### src/rtl/pixel_combinator.sv
// pixel_combinator: merges per-engine pixel queues into one raster-ordered ready/valid stream.
// Optional SCAN timeout is built only when PIXEL_COMBINATOR_TIMEOUT_EN is defined.
module pixel_combinator #(
  parameter int NUM_ENGINES    = 4,
  parameter int DATA_WIDTH     = 10,
  parameter int RBG_SIZE       = 24,
  parameter int IMAGE_W        = 640,
  parameter int IMAGE_H        = 480,
  parameter int TIMEOUT_CYCLES = 4096
) (
  input  logic                            clk,
  input  logic                            reset,
  input  logic                            start,
  input  logic [NUM_ENGINES-1:0]          match_i,
  input  logic [NUM_ENGINES*RBG_SIZE-1:0] colour_i,
  output logic [DATA_WIDTH-1:0]           xpixel_check,
  output logic [DATA_WIDTH-1:0]           ypixel_check,
  output logic [RBG_SIZE-1:0]             stream_data,
  output logic                            stream_valid,
  input  logic                            stream_ready,
  output logic                            stream_sop,
  output logic                            stream_eop,
  output logic                            busy,
  output logic                            frame_done,
  output logic                            sim_match_err,
  output logic                            timeout_err
);

  localparam int SEL_W = (NUM_ENGINES > 1) ? $clog2(NUM_ENGINES) : 1;

  localparam logic [1:0] ST_IDLE    = 2'd0;
  localparam logic [1:0] ST_SCAN    = 2'd1;
  localparam logic [1:0] ST_CAPTURE = 2'd2;
  localparam logic [1:0] ST_SEND    = 2'd3;

  if (TIMEOUT_CYCLES < 1) begin : g_bad_timeout
    $error("TIMEOUT_CYCLES must be at least 1");
  end

  logic [1:0]            r_state;
  logic [DATA_WIDTH-1:0] r_x;
  logic [DATA_WIDTH-1:0] r_y;
  logic [SEL_W-1:0]      r_sel;
  logic [RBG_SIZE-1:0]   r_data;
  logic                  r_valid;
  logic                  r_sop;
  logic                  r_eop;
  logic                  r_busy;
  logic                  r_frame_done;
  logic                  r_match_err;

  logic [SEL_W-1:0]      w_sel;
  logic                  w_any;
  logic                  w_multi;
  logic [RBG_SIZE-1:0]   w_colour;
  logic                  w_last_x;
  logic                  w_last_y;
  logic                  w_first;

`ifdef PIXEL_COMBINATOR_TIMEOUT_EN
  localparam int TMO_W = $clog2(TIMEOUT_CYCLES + 1);
  logic [TMO_W-1:0] r_tmo_cnt;
  logic             r_timeout_err;
  logic             w_tmo_hit;
  assign w_tmo_hit   = (r_tmo_cnt == TMO_W'(TIMEOUT_CYCLES - 1));
  assign timeout_err = r_timeout_err;
`else
  assign timeout_err = 1'b0;
`endif

  // Lowest set match bit wins; any second set bit flags a simultaneous match.
  always_comb begin
    w_sel   = '0;
    w_any   = 1'b0;
    w_multi = 1'b0;
    for (int k = 0; k < NUM_ENGINES; k++) begin
      if (match_i[k]) begin
        if (w_any) w_multi = 1'b1;
        else       w_sel   = SEL_W'(k);
        w_any = 1'b1;
      end
    end
  end

  always_comb begin
    w_colour = '0;
    for (int k = 0; k < NUM_ENGINES; k++) begin
      if (r_sel == SEL_W'(k)) w_colour = colour_i[k*RBG_SIZE +: RBG_SIZE];
    end
  end

  assign w_last_x = (r_x == DATA_WIDTH'(IMAGE_W - 1));
  assign w_last_y = (r_y == DATA_WIDTH'(IMAGE_H - 1));
  assign w_first  = (r_x == '0) && (r_y == '0);

  always_ff @(posedge clk) begin
    if (reset) begin
      r_state       <= ST_IDLE;
      r_x           <= '0;
      r_y           <= '0;
      r_sel         <= '0;
      r_data        <= '0;
      r_valid       <= 1'b0;
      r_sop         <= 1'b0;
      r_eop         <= 1'b0;
      r_busy        <= 1'b0;
      r_frame_done  <= 1'b0;
      r_match_err   <= 1'b0;
`ifdef PIXEL_COMBINATOR_TIMEOUT_EN
      r_tmo_cnt     <= '0;
      r_timeout_err <= 1'b0;
`endif
    end else begin
      r_frame_done <= 1'b0;
      case (r_state)
        ST_IDLE: begin
          if (start) begin
            r_state     <= ST_SCAN;
            r_x         <= '0;
            r_y         <= '0;
            r_busy      <= 1'b1;
            r_match_err <= 1'b0;
`ifdef PIXEL_COMBINATOR_TIMEOUT_EN
            r_tmo_cnt     <= '0;
            r_timeout_err <= 1'b0;
`endif
          end
        end
        ST_SCAN: begin
          if (w_any) begin
            r_sel   <= w_sel;
            r_state <= ST_CAPTURE;
            if (w_multi) r_match_err <= 1'b1;
`ifdef PIXEL_COMBINATOR_TIMEOUT_EN
          end else if (w_tmo_hit) begin
            // No engine produced this pixel: emit a black pixel and move on.
            r_data        <= '0;
            r_valid       <= 1'b1;
            r_sop         <= w_first;
            r_eop         <= w_last_x && w_last_y;
            r_timeout_err <= 1'b1;
            r_state       <= ST_SEND;
          end else begin
            r_tmo_cnt <= r_tmo_cnt + TMO_W'(1);
`endif
          end
        end
        ST_CAPTURE: begin
          r_data  <= w_colour;
          r_valid <= 1'b1;
          r_sop   <= w_first;
          r_eop   <= w_last_x && w_last_y;
          r_state <= ST_SEND;
        end
        default: begin
          if (stream_ready) begin
            r_valid <= 1'b0;
`ifdef PIXEL_COMBINATOR_TIMEOUT_EN
            r_tmo_cnt <= '0;
`endif
            if (w_last_x && w_last_y) begin
              r_x          <= '0;
              r_y          <= '0;
              r_busy       <= 1'b0;
              r_frame_done <= 1'b1;
              r_state      <= ST_IDLE;
            end else if (w_last_x) begin
              r_x     <= '0;
              r_y     <= r_y + DATA_WIDTH'(1);
              r_state <= ST_SCAN;
            end else begin
              r_x     <= r_x + DATA_WIDTH'(1);
              r_state <= ST_SCAN;
            end
          end
        end
      endcase
    end
  end

  assign xpixel_check  = r_x;
  assign ypixel_check  = r_y;
  assign stream_data   = r_data;
  assign stream_valid  = r_valid;
  assign stream_sop    = r_sop;
  assign stream_eop    = r_eop;
  assign busy          = r_busy;
  assign frame_done    = r_frame_done;
  assign sim_match_err = r_match_err;

endmodule
### config.mk
export PLATFORM = sky130hd
export DESIGN_NAME = pixel_combinator
export DESIGN_NICKNAME = d
export VERILOG_FILES = /design/src/rtl/pixel_combinator.sv
export SDC_FILE = /design/constraint.sdc
export NUM_CORES = 1
export LEC_CHECK = 0
export CORE_ASPECT_RATIO = 1.4
export CORE_MARGIN = 2
export CORE_UTILIZATION = 40
export DETAILED_ROUTE_END_ITERATION = 8
export PLACE_DENSITY = 0.8
export RECOVER_POWER = 100
export SLEW_MARGIN = 25
export SYNTH_ARGS = -nofsm -noshare
export SYNTH_HDL_FRONTEND = slang
export SYNTH_SLANG_ARGS = --single-unit
### constraint.sdc
create_clock -name clk -period 2.5 [get_ports clk]
set_input_delay 0.5 -clock clk [delete_from_list [all_inputs] [get_ports clk]]
set_output_delay 0.5 -clock clk [all_outputs]
set_load 0.1 [all_outputs]
==> flow_summary.ini, run 1 <==
[final_layout]
layout-drive-gt1-share_pct = 13.2
num-nets-final = 567
area_delta_synth_final_pct = 46.3
layout_common_cells = 102 x clkdlybuf4s50_1, 54 x dfxtp_1, 47 x nor2_1
multiInputGateArea_sq_um = 1860
fillCellCount = 682
final_common_cell = clkdlybuf4s50_1
regArea_sq_um = 1080
antenna_cells = 0

[timing]
hold_viol_final = 0
max_freq_mhz = 451
tightest_slew_ns = 1.22
period_needed_ns = 2.22
grt_setup_unrepaired = no
setup_violations = 0
worst_slack_ns = 0.281
post-route-period-util_pct = 88.7
slew_headroom_pct = 18.7
maxSlewViolCount = 0
fin_tns_setup_ns = 0
skew_ns = 0.00962

[global_routing]
use_met1_pct = 21.4
use_met2_pct = 42.5
grt_max_degree = 31
antenna_found_initial = 0
grt_pass1_wl_um = 14100
gr-usage-all-layers_pct = 21.2
grtUsageMet3_pct = 4.11
grt_pass1_vias = 3044
grt.busiest_layer = met2
overflow = 0

[cts]
cts_tree = built
cts.sinks = 54
h-tree-depth = 2
post_cts_buffers = 0
clkLatencyLatePin_ns = 0.31
clock_path_buffers = 2
clkTransAtPathRegs_ns = 0.11
cts.repair.resized = 0
cts-root-buf = clkbuf_8
cts_buffers = 5
cts_hold_buf = 0

[routing]
dr.pass1.iters = 4
drt_first_iter_violations = 143
viasPerCell = 5.37
wl_um = 8790
drc = 0
postRouteAntennaNets = 0
num_vias = 2969
detail_route.wl_per_cell_um = 15.9

[synthesis]
ys_warn_count = 0
ys_ff_latch = 54
synth_edf_count = 0
yosysUniqueCellTypes = 48
synth_nets = 420
syn_inst = 308
synth_area_per_cell_sq_um = 9.92
synth_ff_type = dfxtp_1
netlist_area_sq_um = 3050
async_reset_ff_share_pct = 0
yosysSeqAreaShare_pct = 35.4

[worst_setup_path]
critPathCaptureType = register
r2r_start = xpixel_check[1]
worstPathArrival_ns = 2.40
path_class = register to register
worstPathMaxFanout = 5
crit_path_start = xpixel_check[1]
start_kind = register
worstPathRequired_ns = 2.68

[power_and_ir_drop]
cellPowerDensity_nw_per_um2 = 867
irDropWorstVdd_mv = 0.503
power.leakage_nw = 1.61

[floorplanning]
dieArea_sq_um = 8360
rows = 37
coreArea_sq_um = 7360
dieWidth_um = 77.9
start_util_pct = 41.5
ios = 155
fp.dieH_um = 107

[flow_run]
max_cap_viol_count = 0

[place]
hpwlAfterDp_um = 7110
place_ws_ns = 0.244
io_buffer_count = 153
gp_congestion = 0.887

[outcome]
status = finished, final reports clean

[worst_hold_path]
hold_class = register to register
hold_path_startpoint = stream_eop
[through the flow]
stage / util (%) / cells / hold slack, ns / instance area, sq um / total power, mW
4_1_cts: 63.2 / 553 / 0.488 / 4650 / 4.02
3_5_place_dp: 61.9 / 545 / 0.471 / 4560 / 3.50
3_3_place_gp: 61.9 / 545 / 0.463 / 4560 / 3.46
5_1_grt: 60.7 / 553 / 0.523 / 4470 / 4.08
2_1_floorplan: - / 308 / 0.514 / 3050 / 2.92
6_report: 60.7 / 553 / 0.487 / 4470 / 3.87
[where the power goes]
group / total, mW / leakage [nW] / internal (mW) / switching (mW)
sequential: 1.10 / 0.437 / 0.996 / 0.100
clock: 0.510 / 0.0408 / 0.201 / 0.309
combinational: 2.27 / 1.13 / 0.772 / 1.49
[kinds of logic (layout without fill, tap and decap cells)]
logic type      count (synthesis)  count (layout)  synth area share, %
other cells                     1               1                0.123
buf+inv                        27             175                 3.69
compound gates                 34              34                 6.96
mux                            51              51                 26.7
flops                          54              54                 35.4
xor+xnor                        9               9                 2.58
simple gates                  124             124                 21.3
fa+ha+maj                       8               8                 3.28
[cells in the mapped netlist, drive strengths merged (2+ instances only)]
| library cell | number | area, sq um |
|---|---|---|
| dfxtp | 54 | 1080 |
| nor2 | 49 | 199 |
| mux2i | 27 | 274 |
| mux4 | 24 | 541 |
| nand2 | 19 | 71.3 |
| nand3 | 11 | 55.1 |
| a21oi | 10 | 50.1 |
| clkbuf | 10 | 38.8 |
| inv | 9 | 33.8 |
| buf | 8 | 40.0 |
| ha | 8 | 100 |
| o21ai | 8 | 40.0 |
| and3 | 7 | 43.8 |
| nand4 | 7 | 58.8 |
| nor3 | 6 | 30.0 |
| nor4 | 5 | 43.8 |
| xnor2 | 5 | 43.8 |
| nand2b | 4 | 25.0 |
| xor2 | 4 | 35.0 |
| and4 | 3 | 26.3 |
| o31ai | 3 | 22.5 |
| a22oi | 2 | 15.0 |
| a31oi | 2 | 12.5 |
| and2 | 2 | 12.5 |
| nor4b | 2 | 17.5 |
| o21a | 2 | 15.0 |
| or2 | 2 | 12.5 |
| or3 | 2 | 17.5 |
| or4 | 2 | 15.0 |
[routing by layer]
| metal | up-vias | share of wire (%) |
|---|---|---|
| li1 | 1416 | - |
| met1 | 1419 | 34 |
| met2 | 125 | 58 |
| met3 | 9 | 6.2 |
| met4 | 0 | 1.4 |
| met5 | - | 0 |
[critical path: stages (launching register included)]
cell and delay [ns]:
dfxtp_1 0.43, ha_1 0.27, nand3_1 0.21, nor4_1 0.48, a21oi_1 0.14, o311ai_0 0.40
o21ai_0 0.15
[area by class of cell]
cell class	instances	share of cell area, %
well taps	97	2.72
clock buffers	5	1.54
inverters	9	0.756
repair buffers	158	28.7
multi-input cells	227	41.5
clock inverters	3	0.532
flip-flops and latches	54	24.2
[registers in the layout, indices dropped and copies added (netlist names), 2 cells and up]
| name | flops |
|---|---|
| stream_data | 24 |
| xpixel_check | 10 |
| ypixel_check | 10 |
| r_sel | 2 |
| r_state | 2 |
[path summary, 6_finish.rpt]
| kind | end | slack (ns) | cells after the start |
|---|---|---|---|
| setup / recovery | ypixel_check[2] | 0.28 | 6 |
| hold / removal | stream_eop | 0.49 | 2 |
| setup reg to reg | ypixel_check[2] | 0.28 | 6 |
| hold reg to reg | stream_eop | 0.49 | 2 |
Power figures use the tool's default switching activity.
==> run 2, diff against run 1 <==
Settings changed: CORE_UTILIZATION 40 to 41, CTS_BUF_LIST set to sky130_fd_sc_hd__clkbuf_8, PLACE_DENSITY 0.8 to 0.82.
==> run 2 against run 1 <==
Via count rose by 0.54%. Critical path type is now register to output pin. Clock skew shrank 0.0026 ns. Highest routed layer unchanged. Design area about the same.
==> flow_summary.ini, run 2 (synthesis results as in run 1) <==
[outcome]
status = finished, final reports clean

[cts]
cts.sinks = 54
cts_buffers = 5
post_cts_buffers = 0
clkTransAtPathRegs_ns = 0.09
cts_tree = built
h-tree-depth = 2
clkLatencyLatePin_ns = 0.31
clock_path_buffers = 2
cts_hold_buf = 0
cts.repair.resized = 0
cts-root-buf = clkbuf_8

[worst_setup_path]
critPathCaptureType = output pin
cp_cell_sequence = clkbuf_1
start_kind = register
slowest_stage = clkbuf_1
worstPathRequired_ns = 2.00
worstPathArrival_ns = 1.69
worstPathMaxFanout = 6
path_class = register to output pin
crit_buf_inv = 1
max_stage_delay_ns = 0.90
critPathTopFamily = buffers and inverters

[place]
io_buffer_count = 153
hpwlAfterDp_um = 7160
postPlaceCellArea_sq_um = 4570
gp_congestion = 0.851

[global_routing]
grt_pass1_vias = 3158
grt_pass1_wl_um = 14600
overflow = 0
gr-usage-all-layers_pct = 22.4
antenna_found_initial = 0
grt_max_degree = 34

[routing]
wl_um = 8820
detail_route.wl_per_cell_um = 15.9
postRouteAntennaNets = 0
dr.pass1.iters = 4
drc = 0
num_vias = 2985
drt_first_iter_violations = 111
viasPerCell = 5.37

[timing]
max_freq_mhz = 456
maxSlewViolCount = 0
setup_violations = 0
skew_ns = 0.00699
fin_tns_setup_ns = 0
grt_setup_unrepaired = no
hold_viol_final = 0
post-route-period-util_pct = 87.7
tightest_slew_ns = 1.23
slew_headroom_pct = 18.3
period_needed_ns = 2.19

[final_layout]
area_delta_synth_final_pct = 46.3
layout-drive-gt1-share_pct = 12.6
num-nets-final = 570
antenna_cells = 0
design_area_sq_um = 4470
fin_util_pct = 61.5
layout_common_cells = 102 x clkdlybuf4s50_1, 53 x dfxtp_1, 47 x nor2_1
largest_reg_flops = 24
final_common_cell = clkdlybuf4s50_1

[floorplanning]
fp.dieH_um = 106
ios = 155
start_util_pct = 42.0
coreArea_sq_um = 7270
dieWidth_um = 76.9
dieArea_sq_um = 8170
rows = 37

[power_and_ir_drop]
total_power_mw = 3.88
cellPowerDensity_nw_per_um2 = 869
irDropWorstVdd_mv = 0.454
power.leakage_nw = 1.62

[flow_run]
max_cap_viol_count = 0

[worst_hold_path]
hold_class = register to register
run 2: through the flow:
step,std cells,hold slack [ns],worst slack [ns]
after floorplan,308,0.514,0.0185
after global placement,548,0.455,0.292
after detailed placement,548,0.469,0.195
after CTS,556,0.480,0.313
after global routing,556,0.498,0.124
final,556,0.481,0.307
run 2: worst paths after layout:
| check | start | end | slack [ns] | cells after the start |
|---|---|---|---|---|
| worst max register to register | r_state[0] | ypixel_check[0] | 0.31 | 8 |
| worst min register to register | stream_eop | stream_eop | 0.48 | 2 |
| worst min-delay path | stream_eop | stream_eop | 0.48 | 2 |
| worst max-delay path | ypixel_check[4] | ypixel_check[4] | 0.31 | 1 |
run 2: final cells by class:
type	instances	area, sq um
fill	652	2800
multi-input combinational	227	1850
tap	97	121
clock inverter	2	12.5
clock buffer	6	82.6
timing repair buffer	161	1280
inverter	9	33.8
sequential	54	1080
run 2: metal layers:
metal / up-vias / track usage, % / part of all wire, %
met5: - / 0 / 0
met4: 0 / 10.4 / 3.3
met3: 24 / 5.26 / 6.8
met2: 127 / 43.8 / 56
met1: 1409 / 21.6 / 34
li1: 1425 / - / -
run 2: power breakdown:
group	switching [mW]	internal (mW)
Sequential	0.0868	0.998
Clock	0.285	0.223
Combinational	1.52	0.773
